<file path="src/rtl/mac_cfg_pkg.sv">
// -----------------------------------------------------------------------------
// mac_cfg_pkg
// Shared definitions for the MAC quad-cluster configuration loader:
//   - default parameter values,
//   - CFG_W / NWORDS computations,
//   - loader state encoding,
//   - cfg field offsets (mode bits at the bottom, initial values above).
// -----------------------------------------------------------------------------
package mac_cfg_pkg;

   localparam int MAC_CONF_WIDTH_DEF = 4;
   localparam int MAC_ACC_WIDTH_DEF  = 32;
   localparam int WORD_WIDTH_DEF     = 32;
   localparam int FLUSH_CYCLES_DEF   = 2;

   typedef enum logic [1:0] {
      IDLE   = 2'd0,
      LOAD   = 2'd1,
      COMMIT = 2'd2,
      FLUSH  = 2'd3
   } state_t;

   function automatic int calc_cfg_w(input int acc_w, input int conf_w);
      return 4 * acc_w + conf_w;
   endfunction

   function automatic int calc_nwords(input int cfg_w, input int word_w);
      return (cfg_w + word_w - 1) / word_w;
   endfunction

   // LSB position of the mode field and of initial accumulator value i
   function automatic int mode_lsb();
      return 0;
   endfunction

   function automatic int init_lsb(input int i, input int acc_w, input int conf_w);
      return conf_w + i * acc_w;
   endfunction

   localparam int CFG_W_DEF  = calc_cfg_w(MAC_ACC_WIDTH_DEF, MAC_CONF_WIDTH_DEF);
   localparam int NWORDS_DEF = calc_nwords(CFG_W_DEF, WORD_WIDTH_DEF);

endpackage

</file>
<file path="src/rtl/mac_cfg_loader_if.sv">
// -----------------------------------------------------------------------------
// mac_cfg_loader_if
// System-side configuration word handshake.
//   cfg_word   : config word, LSB-first word order
//   cfg_valid  : cfg_word valid
//   cfg_ready  : loader accepts a word this cycle
//   cfg_abort  : discard a partial load
//   cfg_parity : even parity over cfg_word      (MAC_CFG_PARITY_EN only)
//   cfg_err    : sticky parity error flag       (MAC_CFG_PARITY_EN only)
// master = system side, slave = loader.
// -----------------------------------------------------------------------------
interface mac_cfg_loader_if #(
   parameter int WORD_WIDTH = 32
);
   logic [WORD_WIDTH-1:0] cfg_word;
   logic                  cfg_valid;
   logic                  cfg_ready;
   logic                  cfg_abort;
`ifdef MAC_CFG_PARITY_EN
   logic                  cfg_parity;
   logic                  cfg_err;

   modport master (
      output cfg_word, cfg_valid, cfg_abort, cfg_parity,
      input  cfg_ready, cfg_err
   );
   modport slave (
      input  cfg_word, cfg_valid, cfg_abort, cfg_parity,
      output cfg_ready, cfg_err
   );
`else
   modport master (
      output cfg_word, cfg_valid, cfg_abort,
      input  cfg_ready
   );
   modport slave (
      input  cfg_word, cfg_valid, cfg_abort,
      output cfg_ready
   );
`endif
endinterface

</file>
<file path="src/rtl/mac_cfg_shifter.sv">
// -----------------------------------------------------------------------------
// mac_cfg_shifter
// Shadow register plus word counter for the config loader.
//   clk, rst   : clock, async active-low reset
//   shift_en   : accepted word, shift it in at the top
//   cnt_clr    : restart word counting (abort / rejected word)
//   word       : incoming config word
//   shadow     : NWORDS*WORD_WIDTH assembled shadow register
//   last_word  : the next accepted word completes the load
// -----------------------------------------------------------------------------
module mac_cfg_shifter
   import mac_cfg_pkg::*;
#(
   parameter int WORD_WIDTH = WORD_WIDTH_DEF,
   parameter int NWORDS     = NWORDS_DEF
) (
   input  logic                         clk,
   input  logic                         rst,
   input  logic                         shift_en,
   input  logic                         cnt_clr,
   input  logic [WORD_WIDTH-1:0]        word,
   output logic [NWORDS*WORD_WIDTH-1:0] shadow,
   output logic                         last_word
);

   localparam int CNT_W = (NWORDS > 1) ? $clog2(NWORDS) : 1;
   localparam logic [CNT_W-1:0] LAST_CNT = CNT_W'(NWORDS - 1);

   logic [CNT_W-1:0] word_cnt;

   assign last_word = (word_cnt == LAST_CNT);

   // Words arrive LSB-first: each new word enters at the top and everything
   // moves down, so after NWORDS words word 0 sits at the bottom.
   generate
      if (NWORDS == 1) begin : g_single
         always_ff @(posedge clk or negedge rst) begin
            if (!rst)          shadow <= '0;
            else if (shift_en) shadow <= word;
         end
      end else begin : g_multi
         always_ff @(posedge clk or negedge rst) begin
            if (!rst)          shadow <= '0;
            else if (shift_en) shadow <= {word, shadow[NWORDS*WORD_WIDTH-1:WORD_WIDTH]};
         end
      end
   endgenerate

   always_ff @(posedge clk or negedge rst) begin
      if (!rst) begin
         word_cnt <= '0;
      end else if (cnt_clr) begin
         word_cnt <= '0;
      end else if (shift_en) begin
         word_cnt <= last_word ? '0 : word_cnt + 1'b1;
      end
   end

endmodule

</file>
<file path="src/rtl/mac_cfg_loader.sv">
// -----------------------------------------------------------------------------
// mac_cfg_loader
// Upstream feeder for the MAC quad-cluster configuration bus. Collects NWORDS
// config words, presents the assembled cfg with a one-cycle cset strobe, then
// holds the cluster enable low for FLUSH_CYCLES while its pipeline drains.
//
// Ports:
//   clk, rst : clock, async active-low reset
//   bus      : config word handshake (mac_cfg_loader_if.slave)
//   en_in    : system enable for the cluster
//   en_out   : gated enable to the cluster
//   cset     : one-cycle config strobe
//   cfg      : assembled config bus {init3, init2, init1, init0, mode}
//   busy     : loader not in IDLE
//   done     : one-cycle pulse on the last FLUSH cycle
//
// Optional: define MAC_CFG_PARITY_EN to add even-parity checking on each
// accepted word (bus.cfg_parity in, sticky bus.cfg_err out).
//
// state  | meaning
// IDLE   | waiting for the first word of a load
// LOAD   | partial load in the shadow register
// COMMIT | cset strobe, cfg holds the final value
// FLUSH  | en_out held low while the cluster pipeline drains
// -----------------------------------------------------------------------------
module mac_cfg_loader
   import mac_cfg_pkg::*;
#(
   parameter int MAC_CONF_WIDTH = MAC_CONF_WIDTH_DEF,
   parameter int MAC_ACC_WIDTH  = MAC_ACC_WIDTH_DEF,
   parameter int WORD_WIDTH     = WORD_WIDTH_DEF,
   parameter int FLUSH_CYCLES   = FLUSH_CYCLES_DEF
) (
   input  logic                                    clk,
   input  logic                                    rst,
   mac_cfg_loader_if.slave                         bus,
   input  logic                                    en_in,
   output logic                                    en_out,
   output logic                                    cset,
   output logic [4*MAC_ACC_WIDTH+MAC_CONF_WIDTH-1:0] cfg,
   output logic                                    busy,
   output logic                                    done
);

   localparam int CFG_W  = calc_cfg_w(MAC_ACC_WIDTH, MAC_CONF_WIDTH);
   localparam int NWORDS = calc_nwords(CFG_W, WORD_WIDTH);
   localparam int FC_W   = (FLUSH_CYCLES > 1) ? $clog2(FLUSH_CYCLES) : 1;
   localparam logic [FC_W-1:0] FC_LOAD = FC_W'(FLUSH_CYCLES - 1);

   state_t                       state;
   logic [FC_W-1:0]              flush_cnt;
   logic [NWORDS*WORD_WIDTH-1:0] shadow;
   logic                         last_word;
   logic                         ready_st;
   logic                         accept;
   logic                         abort_now;
   logic                         par_bad;

   assign ready_st = (state == IDLE) || (state == LOAD);

   // Qualified with rst so the system sees no ready and the cluster no enable
   // for as long as reset is held, not just after the first clock.
   assign bus.cfg_ready = rst & ready_st;
   assign en_out        = rst & ready_st & en_in;

   // Abort wins over a simultaneous valid word.
   assign abort_now = bus.cfg_abort & ready_st;
   assign accept    = bus.cfg_valid & ready_st & ~bus.cfg_abort;

`ifdef MAC_CFG_PARITY_EN
   assign par_bad = accept & (bus.cfg_parity != ^bus.cfg_word);

   always_ff @(posedge clk or negedge rst) begin
      if (!rst)                          bus.cfg_err <= 1'b0;
      else if (par_bad)                  bus.cfg_err <= 1'b1;
      else if (accept && state == IDLE)  bus.cfg_err <= 1'b0;
   end
`else
   assign par_bad = 1'b0;
`endif

   mac_cfg_shifter #(
      .WORD_WIDTH (WORD_WIDTH),
      .NWORDS     (NWORDS)
   ) u_shifter (
      .clk       (clk),
      .rst       (rst),
      .shift_en  (accept),
      .cnt_clr   (abort_now | par_bad),
      .word      (bus.cfg_word),
      .shadow    (shadow),
      .last_word (last_word)
   );

   // The shadow only moves on an accepted word, so cfg stays put from COMMIT
   // until the next load starts.
   assign cfg = shadow[CFG_W-1:0];

   always_ff @(posedge clk or negedge rst) begin
      if (!rst) begin
         state     <= IDLE;
         flush_cnt <= '0;
         cset      <= 1'b0;
         done      <= 1'b0;
         busy      <= 1'b0;
      end else begin
         cset <= 1'b0;
         done <= 1'b0;
         case (state)
            IDLE, LOAD: begin
               if (abort_now || par_bad) begin
                  state <= IDLE;
                  busy  <= 1'b0;
               end else if (accept) begin
                  busy <= 1'b1;
                  if (last_word) begin
                     state <= COMMIT;
                     cset  <= 1'b1;
                  end else begin
                     state <= LOAD;
                  end
               end
            end
            COMMIT: begin
               state     <= FLUSH;
               flush_cnt <= FC_LOAD;
               done      <= (FLUSH_CYCLES == 1);
            end
            FLUSH: begin
               if (flush_cnt == '0) begin
                  state <= IDLE;
                  busy  <= 1'b0;
               end else begin
                  flush_cnt <= flush_cnt - 1'b1;
                  done      <= (flush_cnt == FC_W'(1));
               end
            end
            default: begin
               state <= IDLE;
               busy  <= 1'b0;
            end
         endcase
      end
   end

endmodule

</file>
<file path="src/flat_wrapper.sv">
// flat-port wrapper written by rule: the top's interface ports become plain ports
module mac_cfg_loader_flat import mac_cfg_pkg::*;
#(
   parameter int MAC_CONF_WIDTH = MAC_CONF_WIDTH_DEF,
   parameter int MAC_ACC_WIDTH  = MAC_ACC_WIDTH_DEF,
   parameter int WORD_WIDTH     = WORD_WIDTH_DEF,
   parameter int FLUSH_CYCLES   = FLUSH_CYCLES_DEF
)
  (clk, rst, en_in, en_out, cset, cfg, busy, done, bus_cfg_word, bus_cfg_valid, bus_cfg_abort, bus_cfg_ready);
  mac_cfg_loader_if #(.WORD_WIDTH(WORD_WIDTH)) bus_i ();
  input  logic clk;
  input  logic rst;
  input  logic en_in;
  output logic en_out;
  output logic cset;
  output logic [4*MAC_ACC_WIDTH+MAC_CONF_WIDTH-1:0] cfg;
  output logic busy;
  output logic done;
  input wire logic [$bits(bus_i.cfg_word)-1:0] bus_cfg_word;
  input wire logic [$bits(bus_i.cfg_valid)-1:0] bus_cfg_valid;
  input wire logic [$bits(bus_i.cfg_abort)-1:0] bus_cfg_abort;
  output wire logic [$bits(bus_i.cfg_ready)-1:0] bus_cfg_ready;
  assign bus_i.cfg_word = bus_cfg_word;
  assign bus_i.cfg_valid = bus_cfg_valid;
  assign bus_i.cfg_abort = bus_cfg_abort;
  assign bus_cfg_ready = bus_i.cfg_ready;
  mac_cfg_loader #(.MAC_CONF_WIDTH(MAC_CONF_WIDTH), .MAC_ACC_WIDTH(MAC_ACC_WIDTH), .WORD_WIDTH(WORD_WIDTH), .FLUSH_CYCLES(FLUSH_CYCLES)) u_core (.clk(clk), .rst(rst), .bus(bus_i), .en_in(en_in), .en_out(en_out), .cset(cset), .cfg(cfg), .busy(busy), .done(done));
endmodule
</file>
<file path="config.mk">
export PLATFORM = sky130hd
export DESIGN_NAME = mac_cfg_loader_flat
export DESIGN_NICKNAME = d
export VERILOG_FILES = /design/src/rtl/mac_cfg_pkg.sv /design/src/rtl/mac_cfg_loader_if.sv /design/src/rtl/mac_cfg_shifter.sv /design/src/rtl/mac_cfg_loader.sv /design/src/flat_wrapper.sv
export SDC_FILE = /design/constraint.sdc
export NUM_CORES = 1
export LEC_CHECK = 0
export ABC_AREA = 1
export CAP_MARGIN = 30
export CORE_MARGIN = 2
export CORE_UTILIZATION = 45
export CTS_BUF_LIST = sky130_fd_sc_hd__clkbuf_8
export DETAILED_ROUTE_END_ITERATION = 8
export GPL_TIMING_DRIVEN = 0
export PLACE_DENSITY = 0.72
export SLEW_MARGIN = 20
export SYNTH_ARGS = -nofsm -noshare
export SYNTH_HDL_FRONTEND = slang
export SYNTH_SLANG_ARGS = --single-unit
</file>
<file path="constraint.sdc">
create_clock -name clk -period 1.65 [get_ports clk]
set_input_delay 0.165 -clock clk [delete_from_list [all_inputs] [get_ports clk]]
set_output_delay 0.165 -clock clk [all_outputs]
set_load 0.02 [all_outputs]
</file>
==> impl_metrics.env <==
export IMPL_internal_power_mw=8.80
export IMPL_path_max_fanout=2
export IMPL_portBuffers=173
export IMPL_ys_seq_elements=169
export IMPL_cts_made_buffers=17
export IMPL_netlist_area_mm2=0.00739
export IMPL_power_frac_seq=0.426
export IMPL_power_frac_clock=0.239
export IMPL_critical_path_max_stage_delay_ns=0.60
export IMPL_yosysTopAreaCell="dfrtp_1"
export IMPL_routabilityCongestion=0.761
export IMPL_fin_nets=1040
export IMPL_insertion_delay_ns=0.46
export IMPL_core_area_mm2=0.0159
export IMPL_worst_slew_pin_slew_ns=0.476
export IMPL_worst_ep_required_time_ns=1.48
export IMPL_synthTopCellsByArea="dfrtp_1, buf_4, nand2_1, o21ai_0, inv_1"
export IMPL_path_cells="clkdlybuf4s50_1"
export IMPL_grt_overflow=0
export IMPL_grt_pass1_wl_um=27600
export IMPL_placed_area_mm2=0.00945
export IMPL_die_y_um=132
export IMPL_wl_met3_um=1100
export IMPL_crit_family="buffers and inverters"
export IMPL_synth_area_per_cell_um2=9.24
export IMPL_remaining_drc_errors=0
export IMPL_dp_hpwl_um=12300
export IMPL_syn_num_nets=839
export IMPL_status="finished, violations left"
export IMPL_route_met2_wl_um=8490
export IMPL_die_x_um=132
export IMPL_drv_slew=0
export IMPL_hold_violations=82
export IMPL_grt_start_max_net_pins=86
export IMPL_switchingPower_mw=4.25
export IMPL_placementRows=46
export IMPL_cts_root_buffer="clkbuf_8"
export IMPL_fin_crit_sh=0.964
export IMPL_hold_path_class="in2async"
export IMPL_top_layer="met4"
export IMPL_post_cts_setup_buffers=0
export IMPL_arrival_ns=1.43
export IMPL_synth_top_area_frac=0.572
export IMPL_p_total_mw=13.1
export IMPL_slew_headroom=0.683
export IMPL_yosys_warnings=0
export IMPL_hold_ws_ns=-0.0690
export IMPL_cts_tree="done"
export IMPL_first_pass_iters=4
export IMPL_vias_per_cell=4.45
export IMPL_ioPinCount=174
export IMPL_crit_slowest_cell="clkdlybuf4s50_1"
export IMPL_synth_cell_types=19
export IMPL_power_density_mw_per_mm2=1330
export IMPL_area_delta_synth_final_pct=33.2
export IMPL_wire_per_inst_um=14.1
export IMPL_cts_clk_slew_worst_paths_ns=0.09
export IMPL_critical_path_class="reg2out"
export IMPL_antenna_found_initial=0
export IMPL_switching_share=0.326
export IMPL_layout_common_cells="nand2_1, dfrtp_1, dlygate4sd2_1"
export IMPL_critPathCaptureType="output port"
export IMPL_wl_met1_um=7390
export IMPL_fin_area_mm2=0.00985
export IMPL_cp_buffers_inverters=1
export IMPL_max_freq_ghz=0.629
export IMPL_finClkSkew_ns=0.00954
export IMPL_finalSetupViolations=0
export IMPL_dieArea_mm2=0.0175
export IMPL_max_vdd_ir_drop_mv=0.525
export IMPL_drtIter0Drc=282
export IMPL_cts_path_max_buffers=2
export IMPL_grt_total_usage=0.203
export IMPL_period_minus_slack_ns=1.59
export IMPL_htree_levels=4
export IMPL_tns_ns=0
export IMPL_violations="negative hold slack"
export IMPL_wirelength_um=17300
export IMPL_start_util=0.464
export IMPL_clock_sink_count=169
export IMPL_final_util=0.618
export IMPL_grt_pass1_vias=5370
export IMPL_syn_inst=800
export IMPL_drtAntennaViolNets=0
export IMPL_leakage_nw=5.35
export IMPL_start_kind="register"
export IMPL_fillerInstances=1453
export IMPL_layout_commonest_cell="nand2_1"
export IMPL_antenna_cells=0
export IMPL_p_comb_frac=0.334
export IMPL_vias=5463
export IMPL_maxCapViolations=0
export IMPL_drive_above_1_share=0.199
export IMPL_synth_yosys_seq_area_share=0.572
-- layer usage --
| metal | up-vias | global-route usage |
|---|---|---|
| li1 | 2727 | - |
| met1 | 2584 | 0.262 |
| met2 | 132 | 0.331 |
| met3 | 20 | 0.0496 |
| met4 | 0 | 0.0773 |
| met5 | - | 0 |
-- repair_timing --
action                                 4_1_cts  5_1_grt
gates resized for setup                    138        7
setup endpoints to repair                  139       17
gates cloned                                 0        1
hold buffers                                 2        4
endpoints found under the hold margin      103       66
-- sequential cells by signal, summed over array words and instances, names as in the netlist --
name,flops
u_core.busy,1
u_core.cset,1
u_core.done,1
u_core.flush_cnt,1
u_core.state,2
u_core.u_shifter.shadow,160
u_core.u_shifter.word_cnt,3
-- path summary, 6_finish.rpt --
| path | from | end | slack [ns] | cells after the start |
|---|---|---|---|---|
| max | u_core.busy | busy | 0.06 | 1 |
| min | rst | u_core.state[1] | -0.07 | 5 |
| max reg2reg | u_core.state[1] | u_core.u_shifter.shadow[153] | 0.10 | 5 |
| min reg2reg | u_core.u_shifter.shadow[132] | u_core.u_shifter.shadow[132] | 0.48 | 2 |
| max in group asynchronous | rst | u_core.u_shifter.shadow[81] | 0.93 | 7 |
| min in group clk | bus_cfg_word[8] | u_core.u_shifter.shadow[136] | 0.23 | 3 |
-- Yosys cell counts (all sizes together) --
cell type and number:
nand2 248, dfrtp 169, buf 154, o21ai 129, inv 74, clkbuf 12, nor2 6, nand3 3
ha 2, a21oi 1, and3 1, nor3 1
-- power by group through the flow --
stage	Sequential [mW]	Clock (mW)	Combinational [mW]
2_1_floorplan	5.49	0	2.96
4_1_cts	5.57	3.18	4.40
3_3_place_gp	5.62	0	4.84
5_1_grt	5.69	3.35	4.76
6_report	5.57	3.12	4.36
3_5_place_dp	5.64	0	4.94
-- through the flow --
step	worst slack (ns)	instances	hold WS (ns)
floorplan	0.410	800	-0.131
global placement	-6.61	1189	0.451
detailed placement	-0.204	1191	0.0108
CTS	0.000702	1223	-0.339
global route	-0.00236	1228	-0.0679
finish	0.0590	1228	-0.0690
-- final cells by class --
| type | count | area [um^2] | area share |
|---|---|---|---|
| plain buffers | 166 | 1210 | 0.123 |
| clock buffers | 19 | 262 | 0.0266 |
| well taps | 216 | 270 | 0.0274 |
| inverters | 74 | 280 | 0.0285 |
| flip-flops and latches | 169 | 4230 | 0.430 |
| clock inverters | 11 | 156 | 0.0159 |
| multi-input cells | 391 | 1670 | 0.170 |
| repair buffers | 182 | 1760 | 0.179 |
-- logic make-up after synthesis --
family                   Yosys count  share of synthesized area
AND/OR/NAND/NOR                  259                      0.135
buffers and inverters            240                      0.202
flip-flops                       169                      0.572
AO/OA/AOI/OAI                    130                     0.0880
adder cells (fa/ha/maj)            2                    0.00339
(Power assumes the default switching activity.)
